[src/rtl/btn_esemenykezelo.sv]
// btn_esemenykezelo: press/release/long-press/auto-repeat event unit behind the button debouncer
module btn_esemenykezelo #(
    parameter int HOLD_TICKS   = 500,
    parameter int REPEAT_TICKS = 100
) (
    input  logic       clk,
    input  logic       rst,
    input  logic       en,
    input  logic       btn_deb,
    output logic       press,
    output logic       release_evt,
    output logic       long_press,
    output logic       repeat_evt,
    output logic       held,
    output logic [7:0] press_cnt
);
    typedef enum logic [1:0] {ST_IDLE, ST_PRESSED, ST_REPEAT} state_t;
    localparam logic [15:0] HOLD_LAST = 16'(HOLD_TICKS - 1);
    localparam logic [15:0] REP_LAST  = 16'(REPEAT_TICKS - 1);
    state_t      state_q, state_d;
    logic        btn_q;
    logic [15:0] tcnt_q, tcnt_d;
    logic [7:0]  cnt_q, cnt_d;
    logic        press_q, press_d, rel_q, rel_d, lp_q, lp_d, rpt_q, rpt_d;
    logic        rise, fall;
    assign rise = btn_deb & ~btn_q;
    assign fall = ~btn_deb & btn_q;
    always_comb begin
        state_d = state_q;
        tcnt_d  = tcnt_q;
        cnt_d   = cnt_q;
        press_d = 1'b0;
        rel_d   = 1'b0;
        lp_d    = 1'b0;
        rpt_d   = 1'b0;
        case (state_q)
            ST_IDLE: if (rise) begin
                state_d = ST_PRESSED;
                tcnt_d  = '0;
                press_d = 1'b1;
                cnt_d   = cnt_q + 8'd1;
            end
            ST_PRESSED: if (fall) begin
                state_d = ST_IDLE;
                rel_d   = 1'b1;
            end else if (en) begin
                lp_d    = tcnt_q == HOLD_LAST;
                state_d = lp_d ? ST_REPEAT : ST_PRESSED;
                tcnt_d  = lp_d ? '0 : tcnt_q + 16'd1;
            end
            ST_REPEAT: if (fall) begin
                state_d = ST_IDLE;
                rel_d   = 1'b1;
            end else if (en) begin
                rpt_d  = tcnt_q == REP_LAST;
                tcnt_d = rpt_d ? '0 : tcnt_q + 16'd1;
            end
            default: state_d = ST_IDLE;
        endcase
    end
    always_ff @(posedge clk) begin
        if (!rst) begin
            state_q <= ST_IDLE;
            btn_q   <= 1'b0;
            tcnt_q  <= '0;
            cnt_q   <= '0;
            press_q <= 1'b0;
            rel_q   <= 1'b0;
            lp_q    <= 1'b0;
            rpt_q   <= 1'b0;
        end else begin
            state_q <= state_d;
            btn_q   <= btn_deb;
            tcnt_q  <= tcnt_d;
            cnt_q   <= cnt_d;
            press_q <= press_d;
            rel_q   <= rel_d;
            lp_q    <= lp_d;
            rpt_q   <= rpt_d;
        end
    end
    assign press       = press_q;
    assign release_evt = rel_q;
    assign long_press  = lp_q;
    assign repeat_evt  = rpt_q;
    assign held        = state_q != ST_IDLE;
    assign press_cnt   = cnt_q;
endmodule

[config.mk]
export PLATFORM = sky130hd
export DESIGN_NAME = btn_esemenykezelo
export DESIGN_NICKNAME = d
export VERILOG_FILES = /design/src/rtl/btn_esemenykezelo.sv
export SDC_FILE = /design/constraint.sdc
export NUM_CORES = 1
export LEC_CHECK = 0
export CORE_MARGIN = 3
export CORE_UTILIZATION = 50
export DETAILED_ROUTE_END_ITERATION = 6
export PLACE_DENSITY = 0.81
export SETUP_SLACK_MARGIN = 0.05
export SYNTH_ARGS = -nofsm -noshare
export SYNTH_HDL_FRONTEND = slang
export SYNTH_SLANG_ARGS = --single-unit
export TNS_END_PERCENT = 100
[constraint.sdc]
create_clock -name clk -period 4.1 [get_ports clk]
set_clock_uncertainty 0.1 [all_clocks]
set_input_delay 0.41 -clock clk [delete_from_list [all_inputs] [get_ports clk]]
set_output_delay 0.41 -clock clk [all_outputs]
set_load 0.03 [all_outputs]
=== Yosys cells after proc, flatten, opt, wreduce, memory -nomap -nowiden ===
Index checks and enable logic that the tools add are counted.

* Bits in registers: 31
* Output and inout port bits: 13
* Logic and storage cells: 56

* $add $sub $neg: 2
* Equal/unequal tests: 11
* Muxes and demuxes: 16
* Bitwise logic cells: 8
* Reduce and logical (&&, ||, !) cells: 11

{| class="wikitable"
|+ Operators by type and width
! cell !! count
|-
| 16-bit 2-to-1 mux || 7
|-
| 16-bit case mux with 3 select lines || 1
|-
| 16-bit by 1-bit adder with 16-bit output (second input constant) || 1
|-
| 16-bit by 7-bit equality test with 1-bit output (second input constant) || 1
|-
| 16-bit by 9-bit equality test with 1-bit output (second input constant) || 1
|-
| 2-bit != test (second input constant) || 6
|-
| 2-bit 2-to-1 mux || 5
|-
| 8-bit by 1-bit adder with 8-bit output (second input constant) || 1
|-
| 4-bit OR reduction || 2
|-
| 1-bit inverter || 6
|-
| 2-bit case mux with 3 select lines || 1
|-
| 2-bit AND reduction || 3
|-
| 6-bit AND reduction || 1
|-
| 3-bit != test (second input constant) || 1
|-
| 3-bit AND reduction || 1
|-
| 3-bit nonzero test || 1
|-
| 1-bit AND || 2
|-
| 2-bit by 1-bit equality test with 1-bit output (second input constant) || 1
|-
| 2-bit equality test (second input constant) || 1
|-
| 2-bit logical NOT || 1
|-
| 1-bit 2-to-1 mux || 2
|-
| 2-bit nonzero test || 1
|-
| 2-bit OR reduction || 1
|}

=== Depth between registers and ports, before layout ===
Gate-level depths: netlist of the first run.

* Depth in word-level cells: 5
* Gate-level depth with buffers: 10

=== Worst setup path after synthesis of the first run ===
Ideal clock, no wire load.

* Path kind: reg-to-reg
* Start point: register state_q[0]
* End point: register tcnt_q[11]
* Arrival: 1.818 ns
* Path slack: 2.108 ns
* Stages on the path, launching flop included: 10
* Path buffers: 2
* Clock period less this slack: 1.992 ns
* Path through: dfxtp_1 > inv_1 > ha_1 > and3b_1 > buf_2 > o21a_1 > nor2_1 > clkbuf_1 > nand2_1 > a31oi_1

* Longest elaborated chain between the ends: 3
* Elaborated cells on any way between the ends: 11
* Those cells by class: 7 x eq/ne; 1 x mux; 3 x reduce/logical

{| class="wikitable"
|+ Ends and longest elaborated chain
! what !! line !! source
|-
| start, declared || 20 || <nowiki>state_t state_q, state_d;</nowiki>
|-
| start signal, assigned || 72 || <nowiki>state_q <= state_d;</nowiki>
|-
| 2-bit by 1-bit equality test with 1-bit output, or another cell as far along || 36 || <nowiki>case (state_q)</nowiki>
|-
| 2-bit != test (no line) or 3-bit nonzero test (tied branches) || - ||
|-
| 6-bit AND reduction (no line) || - ||
|-
| end signal, assigned || 74 || <nowiki>tcnt_q <= tcnt_d;</nowiki>
|-
| end, declared || 22 || <nowiki>logic [15:0] tcnt_q, tcnt_d;</nowiki>
|}

Parallel ways exist; a longest one is shown, timed or not.
A chain may end at the register's enable or synchronous reset.

=== Worst setup path after layout of the first run ===
* Start point: register state_q[1]
* End point: register tcnt_q[13]

The elaborated chain is that of the path after synthesis.

==> flow_metrics.env, run 1 <==
export IMPL_status="completed"
export IMPL_routed_wirelength_um=3280
export IMPL_gp_congestion=0.815
export IMPL_synth_cells=207
export IMPL_synth_main_ff_cell="dfxtp_1"
export IMPL_synth_compound_area_frac=0.122
export IMPL_muxShareOfSynthArea=0.0122
export IMPL_hold_buffers=0
export IMPL_slew_headroom=0.259
export IMPL_fin_setup_tns_ns=0
export IMPL_critPathSlowestCell="nor2_1"
export IMPL_yosys_area_share_adder=0.0383
export IMPL_max_stage_delay_ns=0.83
export IMPL_start_util=0.531
export IMPL_ys_seq_area_frac=0.379
export IMPL_synthArstFlopShare=0
export IMPL_yosys_warnings=0
export IMPL_drv_slew=0
export IMPL_drive_above_1_share=0.0588
export IMPL_maxCapViolCount=0
export IMPL_num_io_pins=17
export IMPL_cts_buffers=5
export IMPL_synth_top_cells_by_area="dfxtp_1, nand3_1, nand2_1, a31oi_1, nor2_1"
export IMPL_routed_via_count=1481
export IMPL_avgViaCountPerCell=5.59
export IMPL_grt_overflow=0
export IMPL_port_buffers=16
export IMPL_wl_per_cell_um=12.4
export IMPL_critPathArrivalTime_ns=2.61
export IMPL_synth_xor_area_frac=0.0375
export IMPL_chipHeight_um=63.2
export IMPL_cts_resized=0
export IMPL_final_cell_mix="nand3_1, dfxtp_1, nand2_1, nor2_1, clkdlybuf4s50_1"
export IMPL_cts_tree="built"
export IMPL_antenna_cells=0
export IMPL_reg2regPathDepth=7
export IMPL_drt_initial_drc_count=121
export IMPL_critical_path_buf_inv_count=1
export IMPL_cellLeakagePower_uw=0.000626
export IMPL_crit_type="flop to flop"
export IMPL_yosysTopAreaCellShare=0.379
export IMPL_synth_edf_count=0
export IMPL_seqCellArea_um2=621
export IMPL_worst_slew_pin_transition_ns=1.11
export IMPL_r2r_start="state_q[1]$_SDFFE_PN0P_"
export IMPL_rr_endpoint="tcnt_q[13]$_SDFFE_PN0P_"
export IMPL_required_ns=4.22
export IMPL_stdcell_count=265
export IMPL_worstSkewPairLatency_ns=0.33
export IMPL_grt_pass1_vias=1424
export IMPL_r2r_slack_ns=1.60
export IMPL_synthSimpleGateAreaFrac=0.359
export IMPL_ys_seq_elements=31
export IMPL_htreeDepth=2
export IMPL_setup_violations=0
export IMPL_yosysUniqueCellTypes=43
export IMPL_hpwl_um=2320
export IMPL_fp_dieW_um=63.2
export IMPL_post_route_period_util=0.609
export IMPL_holdPathEnd="tcnt_q[1]$_SDFFE_PN0P_"
export IMPL_end_kind="flop"
export IMPL_rows=20
export IMPL_area_growth_syn_to_layout_pct=14.7
export IMPL_min_path_type="flop to flop"
export IMPL_dieArea_um2=3990
export IMPL_core_area_um2=3080
export IMPL_cp_cell_sequence="inv_1 -> ha_1 -> and3b_1 -> o21a_1 -> nor2_1 -> or4b_1 -> a31oi_1"
export IMPL_path_delay_family="simple AND/OR/NAND/NOR gates"
export IMPL_multi_input_area_um2=930
export IMPL_hp_start="tcnt_q[1]$_SDFFE_PN0P_"
export IMPL_start_kind="flop"
export IMPL_synth_fp_nets=216
export IMPL_ir_drop_mv=0.161
export IMPL_fmax_ghz=0.400
export IMPL_period_needed_ns=2.50
export IMPL_cts_root_buf="clkbuf_4"
export IMPL_avgSynthCellArea_um2=7.90
export IMPL_clockBufferDepth=2
export IMPL_track_usage=0.192
export IMPL_finalHoldViolations=0
export IMPL_syn_area_um2=1640
export IMPL_synth_top_family_by_area="simple AND/OR/NAND/NOR gates"
export IMPL_cts_sinks=31
export IMPL_holdPathStages=2
export IMPL_placed_cells=257
export IMPL_remaining_drc_errors=0
export IMPL_nets=229
export IMPL_rsz0062_at_grt="false"
export IMPL_grt_pass1_wl_um=6230
export IMPL_critPathMaxFanout=18
export IMPL_cts_clk_slew_worst_paths_ns=0.10
export IMPL_grt_max_degree=20
export IMPL_ant_nets=0
export IMPL_fill_cells=291
export IMPL_antenna_found_initial=0
export IMPL_dr_pass1_iters=4
export IMPL_powerDensity_nw_per_um2=326
export IMPL_yosys_area_top_type="dfxtp_1"
export IMPL_cts_setup_buffers=0
[logic make-up after synthesis]
group,count (synthesis)
fa+ha+maj,5
mux,2
simple gates,114
xor+xnor,7
flops,31
buf+inv,19
compound gates,29
[worst reg2reg max path, delay by kind of cell, from the launching register on]
family | cells | cell delay, ns
flops | 1 | 0.38
simple gates | 3 | 1.36
buf+inv | 1 | 0.08
fa+ha+maj | 1 | 0.25
compound gates | 2 | 0.22
[cell type report]
cell class              instances  share of cell area
flip-flops and latches         31               0.331
clock buffers                   8              0.0367
repair buffers                 18              0.0934
well taps                      44              0.0294
inverters                       7              0.0140
multi-input cells             157               0.496
[cells in the mapped netlist, drive strengths merged, types with 2 or more instances]
| cell | instances |
|---|---|
| buf | 7 |
| mux2i | 2 |
| ha | 5 |
| and3 | 4 |
| dfxtp | 31 |
| nand3b | 3 |
| a31oi | 14 |
| nor2 | 22 |
| or3 | 2 |
| nand2 | 26 |
| nor3 | 3 |
| or4b | 3 |
| nand3 | 31 |
| xnor2 | 2 |
| nor4 | 4 |
| xor2 | 5 |
| inv | 6 |
| clkbuf | 5 |
| o21a | 2 |
| nand4 | 5 |
| a21oi | 4 |
| and4 | 4 |
[flip-flops by register name, summed over array words and instances, names as in the netlist]
| name | flops |
|---|---|
| long_press | 1 |
| tcnt_q | 16 |
| repeat_evt | 1 |
| press | 1 |
| release_evt | 1 |
| state_q | 2 |
| btn_q | 1 |
| press_cnt | 8 |
[per-stage QoR]
| stage | hold slack [ns] | total power, µW | area, µm² | utilization | setup WS [ns] |
|---|---|---|---|---|---|
| final | 0.413 | 611 | 1880 | 0.609 | 1.60 |
| after global routing | 0.444 | 649 | 1880 | 0.609 | 1.33 |
| after CTS | 0.413 | 618 | 1880 | 0.609 | 1.57 |
| after detailed placement | 0.400 | 415 | 1810 | 0.587 | 1.40 |
| after global placement | 0.391 | 414 | 1810 | 0.587 | 1.47 |
| after floorplan | 0.368 | 390 | 1640 | - | 2.11 |
[where the power goes]
part | leakage, µW | internal (µW) | switching (µW)
sequential | 0.000251 | 307 | 4.56
clock | 0.0000386 | 101 | 101
combinational | 0.000337 | 33.4 | 63.8
total | 0.000626 | 441 | 170
[worst max path at each step]
| stage | depth (start not counted) | to | from | slack [ns] |
|---|---|---|---|---|
| after floorplan | 9 | tcnt_q[11]$_SDFFE_PN0P_ | state_q[0]$_SDFFE_PN0P_ | 2.11 |
| after global routing | 8 | tcnt_q[14]$_SDFFE_PN0P_ | state_q[0]$_SDFFE_PN0P_ | 1.33 |
| final | 7 | tcnt_q[13]$_SDFFE_PN0P_ | state_q[1]$_SDFFE_PN0P_ | 1.60 |
| after global placement | 6 | tcnt_q[14]$_SDFFE_PN0P_ | en | 1.47 |
| after detailed placement | 6 | tcnt_q[11]$_SDFFE_PN0P_ | en | 1.40 |
| after CTS | 7 | tcnt_q[11]$_SDFFE_PN0P_ | state_q[1]$_SDFFE_PN0P_ | 1.57 |
[routing by layer]
layer | global-route usage | vias up | part of all wire
met1 | 0.247 | 670 | 0.48
met5 | 0 | - | 0
met4 | 0.0809 | 0 | 0.013
li1 | - | 775 | -
met3 | 0.0428 | 5 | 0.042
met2 | 0.308 | 31 | 0.46
Note: power is estimated with default switching activity, not from simulation.
==> run 2: changes to the inputs <==
clock period = 2.4 ns   (was 4.1 ns; I/O delays follow)
==> flow_metrics.env, run 2 (synthesis results as in run 1) <==
export IMPL_area_growth_syn_to_layout_pct=18.4
export IMPL_stdcell_area_um2=1940
export IMPL_placed_cell_area_um2=1870
export IMPL_required_ns=2.57
export IMPL_drive_above_1_share=0.0917
export IMPL_pre_cts_slack_ns=0.0599
export IMPL_cts_resized=0
export IMPL_rsz0062_at_grt="false"
export IMPL_cts_buffers=5
export IMPL_cellLeakagePower_uw=0.000667
export IMPL_stdcell_count=273
export IMPL_maxCapViolCount=0
export IMPL_grt_pass1_wl_um=6510
export IMPL_gp_congestion=0.917
export IMPL_htreeDepth=2
export IMPL_fill_cells=297
export IMPL_powerDensity_nw_per_um2=553
export IMPL_drv_slew=0
export IMPL_setup_ws_ns=0.248
export IMPL_setup_violations=0
export IMPL_placed_cells=265
export IMPL_port_buffers=16
export IMPL_worst_slew_pin_transition_ns=0.394
export IMPL_chipHeight_um=63.2
export IMPL_post_route_period_util=0.897
export IMPL_critPathMaxFanout=6
export IMPL_num_io_pins=17
export IMPL_ir_drop_mv=0.433
export IMPL_r2r_slack_ns=0.25
export IMPL_avgViaCountPerCell=5.86
export IMPL_critPathArrivalTime_ns=2.32
export IMPL_cts_clk_slew_worst_paths_ns=0.10
export IMPL_grt_max_degree=27
export IMPL_track_usage=0.199
export IMPL_rows=20
export IMPL_dr_pass1_iters=4
export IMPL_routed_wirelength_um=3660
export IMPL_status="completed"
export IMPL_cts_sinks=31
export IMPL_cts_root_buf="clkbuf_4"
export IMPL_cts_tree="built"
export IMPL_r2r_start="state_q[0]$_SDFFE_PN0P_"
export IMPL_cts_setup_buffers=0
export IMPL_remaining_drc_errors=0
export IMPL_start_kind="flop"
export IMPL_routed_via_count=1600
export IMPL_worstSkewPairLatency_ns=0.34
export IMPL_fmax_ghz=0.465
export IMPL_hpwl_um=2610
export IMPL_dieArea_um2=3990
export IMPL_min_path_type="flop to flop"
export IMPL_cp_startpoint="state_q[0]$_SDFFE_PN0P_"
export IMPL_hp_start="tcnt_q[15]$_SDFFE_PN0P_"
export IMPL_regMostFlops="tcnt_q"
export IMPL_nets=237
export IMPL_drt_initial_drc_count=111
export IMPL_ant_nets=0
export IMPL_grt_pass1_vias=1517
export IMPL_finalHoldViolations=0
export IMPL_wl_per_cell_um=13.4
export IMPL_clockBufferDepth=2
export IMPL_period_needed_ns=2.15
export IMPL_start_util=0.531
export IMPL_largest_register_ffs=16
export IMPL_core_area_um2=3080
export IMPL_crit_type="flop to flop"
export IMPL_hold_buffers=0
export IMPL_grt_overflow=0
export IMPL_antenna_found_initial=0
export IMPL_antenna_cells=0
export IMPL_power_total_uw=1070
export IMPL_end_kind="flop"
export IMPL_final_cell_mix="nand3_1, dfxtp_1, nand2_1, nor2_1, clkdlybuf4s50_1"
export IMPL_slew_headroom=0.735
export IMPL_fin_setup_tns_ns=0
export IMPL_fp_dieW_um=63.2
[run 2: cell count changes in the layout (fill, tap and decap cells not counted), sizes merged]
| cell | previous run | this run |
|---|---|---|
| buf | 2 | 10 |
[run 2: routing by layer]
metal	vias up	share of wire	GRT usage	wire length (µm)
li1	792	-	-	-
met1	742	0.45	0.239	1640
met2	53	0.48	0.335	1750
met3	13	0.054	0.0517	199
met4	0	0.020	0.0836	74
met5	-	0	0	0
[run 2: worst paths after layout]
path	end	depth (start not counted)
min reg2reg	tcnt_q[15]$_SDFFE_PN0P_	2
min	tcnt_q[15]$_SDFFE_PN0P_	2
max	tcnt_q[13]$_SDFFE_PN0P_	7
max reg2reg	tcnt_q[13]$_SDFFE_PN0P_	7
[run 2: final cells by class]
class | count | area (µm²) | share of cell area
multi-input combinational | 157 | 930 | 0.480
sequential | 31 | 621 | 0.321
timing repair buffer | 26 | 235 | 0.122
clock buffer | 8 | 68.8 | 0.0356
tap | 44 | 55.1 | 0.0284
inverter | 7 | 26.3 | 0.0136
[run 2: per-stage QoR]
| stage | hold WS, ns | util |
|---|---|---|
| 6_report | 0.414 | 0.629 |
| 3_3_place_gp | 0.387 | 0.607 |
| 3_5_place_dp | 0.399 | 0.607 |
| 5_1_grt | 0.436 | 0.629 |
| 2_1_floorplan | 0.261 | - |
| 4_1_cts | 0.413 | 0.629 |
[run 2: power by group]
group / internal (µW) / switching (µW)
Clock: 172 / 182
Sequential: 524 / 7.86
Combinational: 69.7 / 115
Total: 766 / 305
[run 2: worst max-delay path, stage by stage (launching register included)]
cell and delay, ns:
dfxtp_1 0.33, inv_1 0.09, ha_1 0.23, nor2_1 0.10, a2111oi_1 0.39, nor2_1 0.18, or4b_1 0.50, a31oi_1 0.17
==> run 3: changes to the inputs <==
ABC_AREA = 1   (was not set)
CORE_UTILIZATION = 56   (was 50)
CTS_CLUSTER_SIZE = 40   (was not set)
PLACE_DENSITY = 0.87   (was 0.81)
==> flow_metrics.env, run 3 <==
export IMPL_status="completed"
export IMPL_required_ns=2.06
export IMPL_pre_cts_slack_ns=0.316
export IMPL_avgViaCountPerCell=5.28
export IMPL_routed_wirelength_um=3940
export IMPL_largest_register_ffs=16
export IMPL_end_kind="output port"
export IMPL_clockBufferDepth=2
export IMPL_finalHoldViolations=0
export IMPL_critPathSlowestCell="clkdlybuf4s50_1"
export IMPL_slew_headroom=0.716
export IMPL_hp_start="press_cnt[7]$_SDFFE_PN0P_"
export IMPL_start_kind="flop"
export IMPL_synth_fp_nets=282
export IMPL_cp_common_cell="inv_1"
export IMPL_cts_root_buf="clkbuf_4"
export IMPL_area_growth_syn_to_layout_pct=13.0
export IMPL_ir_drop_mv=0.382
export IMPL_grt_pass1_vias=1615
export IMPL_setup_ws_ns=0.255
export IMPL_remaining_drc_errors=0
export IMPL_seqCellArea_um2=621
export IMPL_htreeDepth=2
export IMPL_cellLeakagePower_uw=0.000858
export IMPL_r2r_slack_ns=0.34
export IMPL_worst_slew_pin_transition_ns=0.424
export IMPL_placed_cells=328
export IMPL_regMostFlops="tcnt_q"
export IMPL_drt_initial_drc_count=198
export IMPL_synth_top_cells_by_area="dfxtp_1, nand2_1, inv_1, nor2_1, nand3_1"
export IMPL_maxCapViolCount=0
export IMPL_cts_resized=0
export IMPL_synth_common_cells="nand2_1, inv_1, nor2_1, dfxtp_1, nand3_1"
export IMPL_cp_startpoint="state_q[1]$_SDFFE_PN0P_"
export IMPL_powerDensity_nw_per_um2=823
export IMPL_grt_overflow=0
export IMPL_gp_congestion=0.899
export IMPL_cts_buffers=5
export IMPL_rows=19
export IMPL_yosysUniqueCellTypes=30
export IMPL_yosysMostFrequentCell="nand2_1"
export IMPL_critPathArrivalTime_ns=1.81
export IMPL_fill_cells=244
export IMPL_post_route_util=0.696
export IMPL_max_stage_delay_ns=0.67
export IMPL_start_util=0.616
export IMPL_min_path_type="flop to flop"
export IMPL_ant_nets=0
export IMPL_worstSkewPairLatency_ns=0.33
export IMPL_drv_slew=0
export IMPL_num_io_pins=17
export IMPL_synth_main_ff_cell="dfxtp_1"
export IMPL_cp_cell_sequence="inv_1 -> ha_1 -> inv_1 -> clkdlybuf4s50_1"
export IMPL_crit_type="flop to output port"
export IMPL_synthArstFlopShare=0
export IMPL_final_cell_mix="nand2_1, inv_1, nor2_1, dfxtp_1, nand3_1"
export IMPL_core_area_um2=2880
export IMPL_post_route_period_util=0.894
export IMPL_grt_pass1_wl_um=6850
export IMPL_multi_input_area_um2=947
export IMPL_hold_buffers=0
export IMPL_cts_setup_buffers=0
export IMPL_critPathMaxFanout=5
export IMPL_yosysTopAreaCellShare=0.350
export IMPL_yosys_area_top_type="dfxtp_1"
export IMPL_routed_via_count=1762
export IMPL_cts_tree="built"
export IMPL_rsz0062_at_grt="false"
export IMPL_r2r_start="state_q[0]$_SDFFE_PN0P_"
export IMPL_antenna_cells=0
export IMPL_ys_seq_area_frac=0.350
export IMPL_synth_cells=273
export IMPL_port_buffers=16
export IMPL_fp_dieW_um=62.2
export IMPL_hpwl_um=2840
export IMPL_dieArea_um2=3870
export IMPL_synth_edf_count=0
export IMPL_final_common_cell="nand2_1"
export IMPL_ys_seq_elements=31
export IMPL_grt_max_degree=18
export IMPL_antenna_found_initial=0
export IMPL_setup_violations=0
export IMPL_period_needed_ns=2.15
export IMPL_chipHeight_um=62.2
export IMPL_fin_setup_tns_ns=0
export IMPL_nets=302
export IMPL_stdcell_count=334
export IMPL_cts_sinks=31
export IMPL_power_total_uw=1650
export IMPL_fmax_ghz=0.466
export IMPL_avgSynthCellArea_um2=6.49
export IMPL_track_usage=0.214
export IMPL_wl_per_cell_um=11.8
export IMPL_cts_clk_slew_worst_paths_ns=0.09
export IMPL_syn_area_um2=1770
export IMPL_dr_pass1_iters=5
export IMPL_yosys_warnings=0
export IMPL_drive_above_1_share=0.0685
==> run 3: cell types whose count changed in the layout (fill, tap and decap cells not counted), moves of 9 or more <==
cell	delta
inv_1	+38
buf_4	-9
a31oi_1	-13
o21ai_0	+9
nand3_1	-11
nor2_1	+22
a21oi_1	+9
nand2_1	+41
==> run 3: worst max-delay path, delay by kind of cell, from the launching register on <==
| kind | cells | cell delay, ns |
|---|---|---|
| flops | 1 | 0.37 |
| buf+inv | 3 | 0.85 |
| fa+ha+maj | 1 | 0.25 |
==> run 3: kinds of logic after synthesis <==
kind of cell	Yosys count	synth area share
xor gates and xnor gates	2	0.00989
DFF	31	0.350
adders and majority gates	5	0.0353
and+or+nand+nor	153	0.386
buffers and inverters	50	0.115
AOI/OAI and AO/OA	32	0.103
==> run 3: cell type report <==
cell class | instances | share of cell area
Multi-Input combinational cell | 192 | 0.473
Sequential cell | 31 | 0.310
Inverter | 46 | 0.0863
Timing Repair Buffer | 17 | 0.0838
Tap cell | 42 | 0.0263
Clock buffer | 6 | 0.0206
==> run 3: power breakdown <==
| part | switching (µW) | internal (µW) |
|---|---|---|
| sequential | 29.6 | 550 |
| combinational | 556 | 240 |
| clock | 167 | 104 |
==> run 3: layer usage <==
metal | wire (µm) | up-vias | track usage
li1 | - | 892 | -
met1 | 1790 | 790 | 0.275
met2 | 1820 | 71 | 0.344
met3 | 267 | 9 | 0.0523
met4 | 68 | 0 | 0.0829
met5 | 0 | - | 0
==> run 3: final timing paths <==
path | endpoint | cells past startpoint
max | held | 4
min | press_cnt[7]$_SDFFE_PN0P_ | 2
max reg2reg | tcnt_q[11]$_SDFFE_PN0P_ | 8
min reg2reg | press_cnt[7]$_SDFFE_PN0P_ | 2
==> run 3: through the flow <==
stage / instance area [µm²] / hold slack (ns)
2_1_floorplan: 1770 / 0.233
3_3_place_gp: 1960 / 0.354
3_5_place_dp: 1960 / 0.365
4_1_cts: 2000 / 0.380
5_1_grt: 2000 / 0.414
6_report: 2000 / 0.375
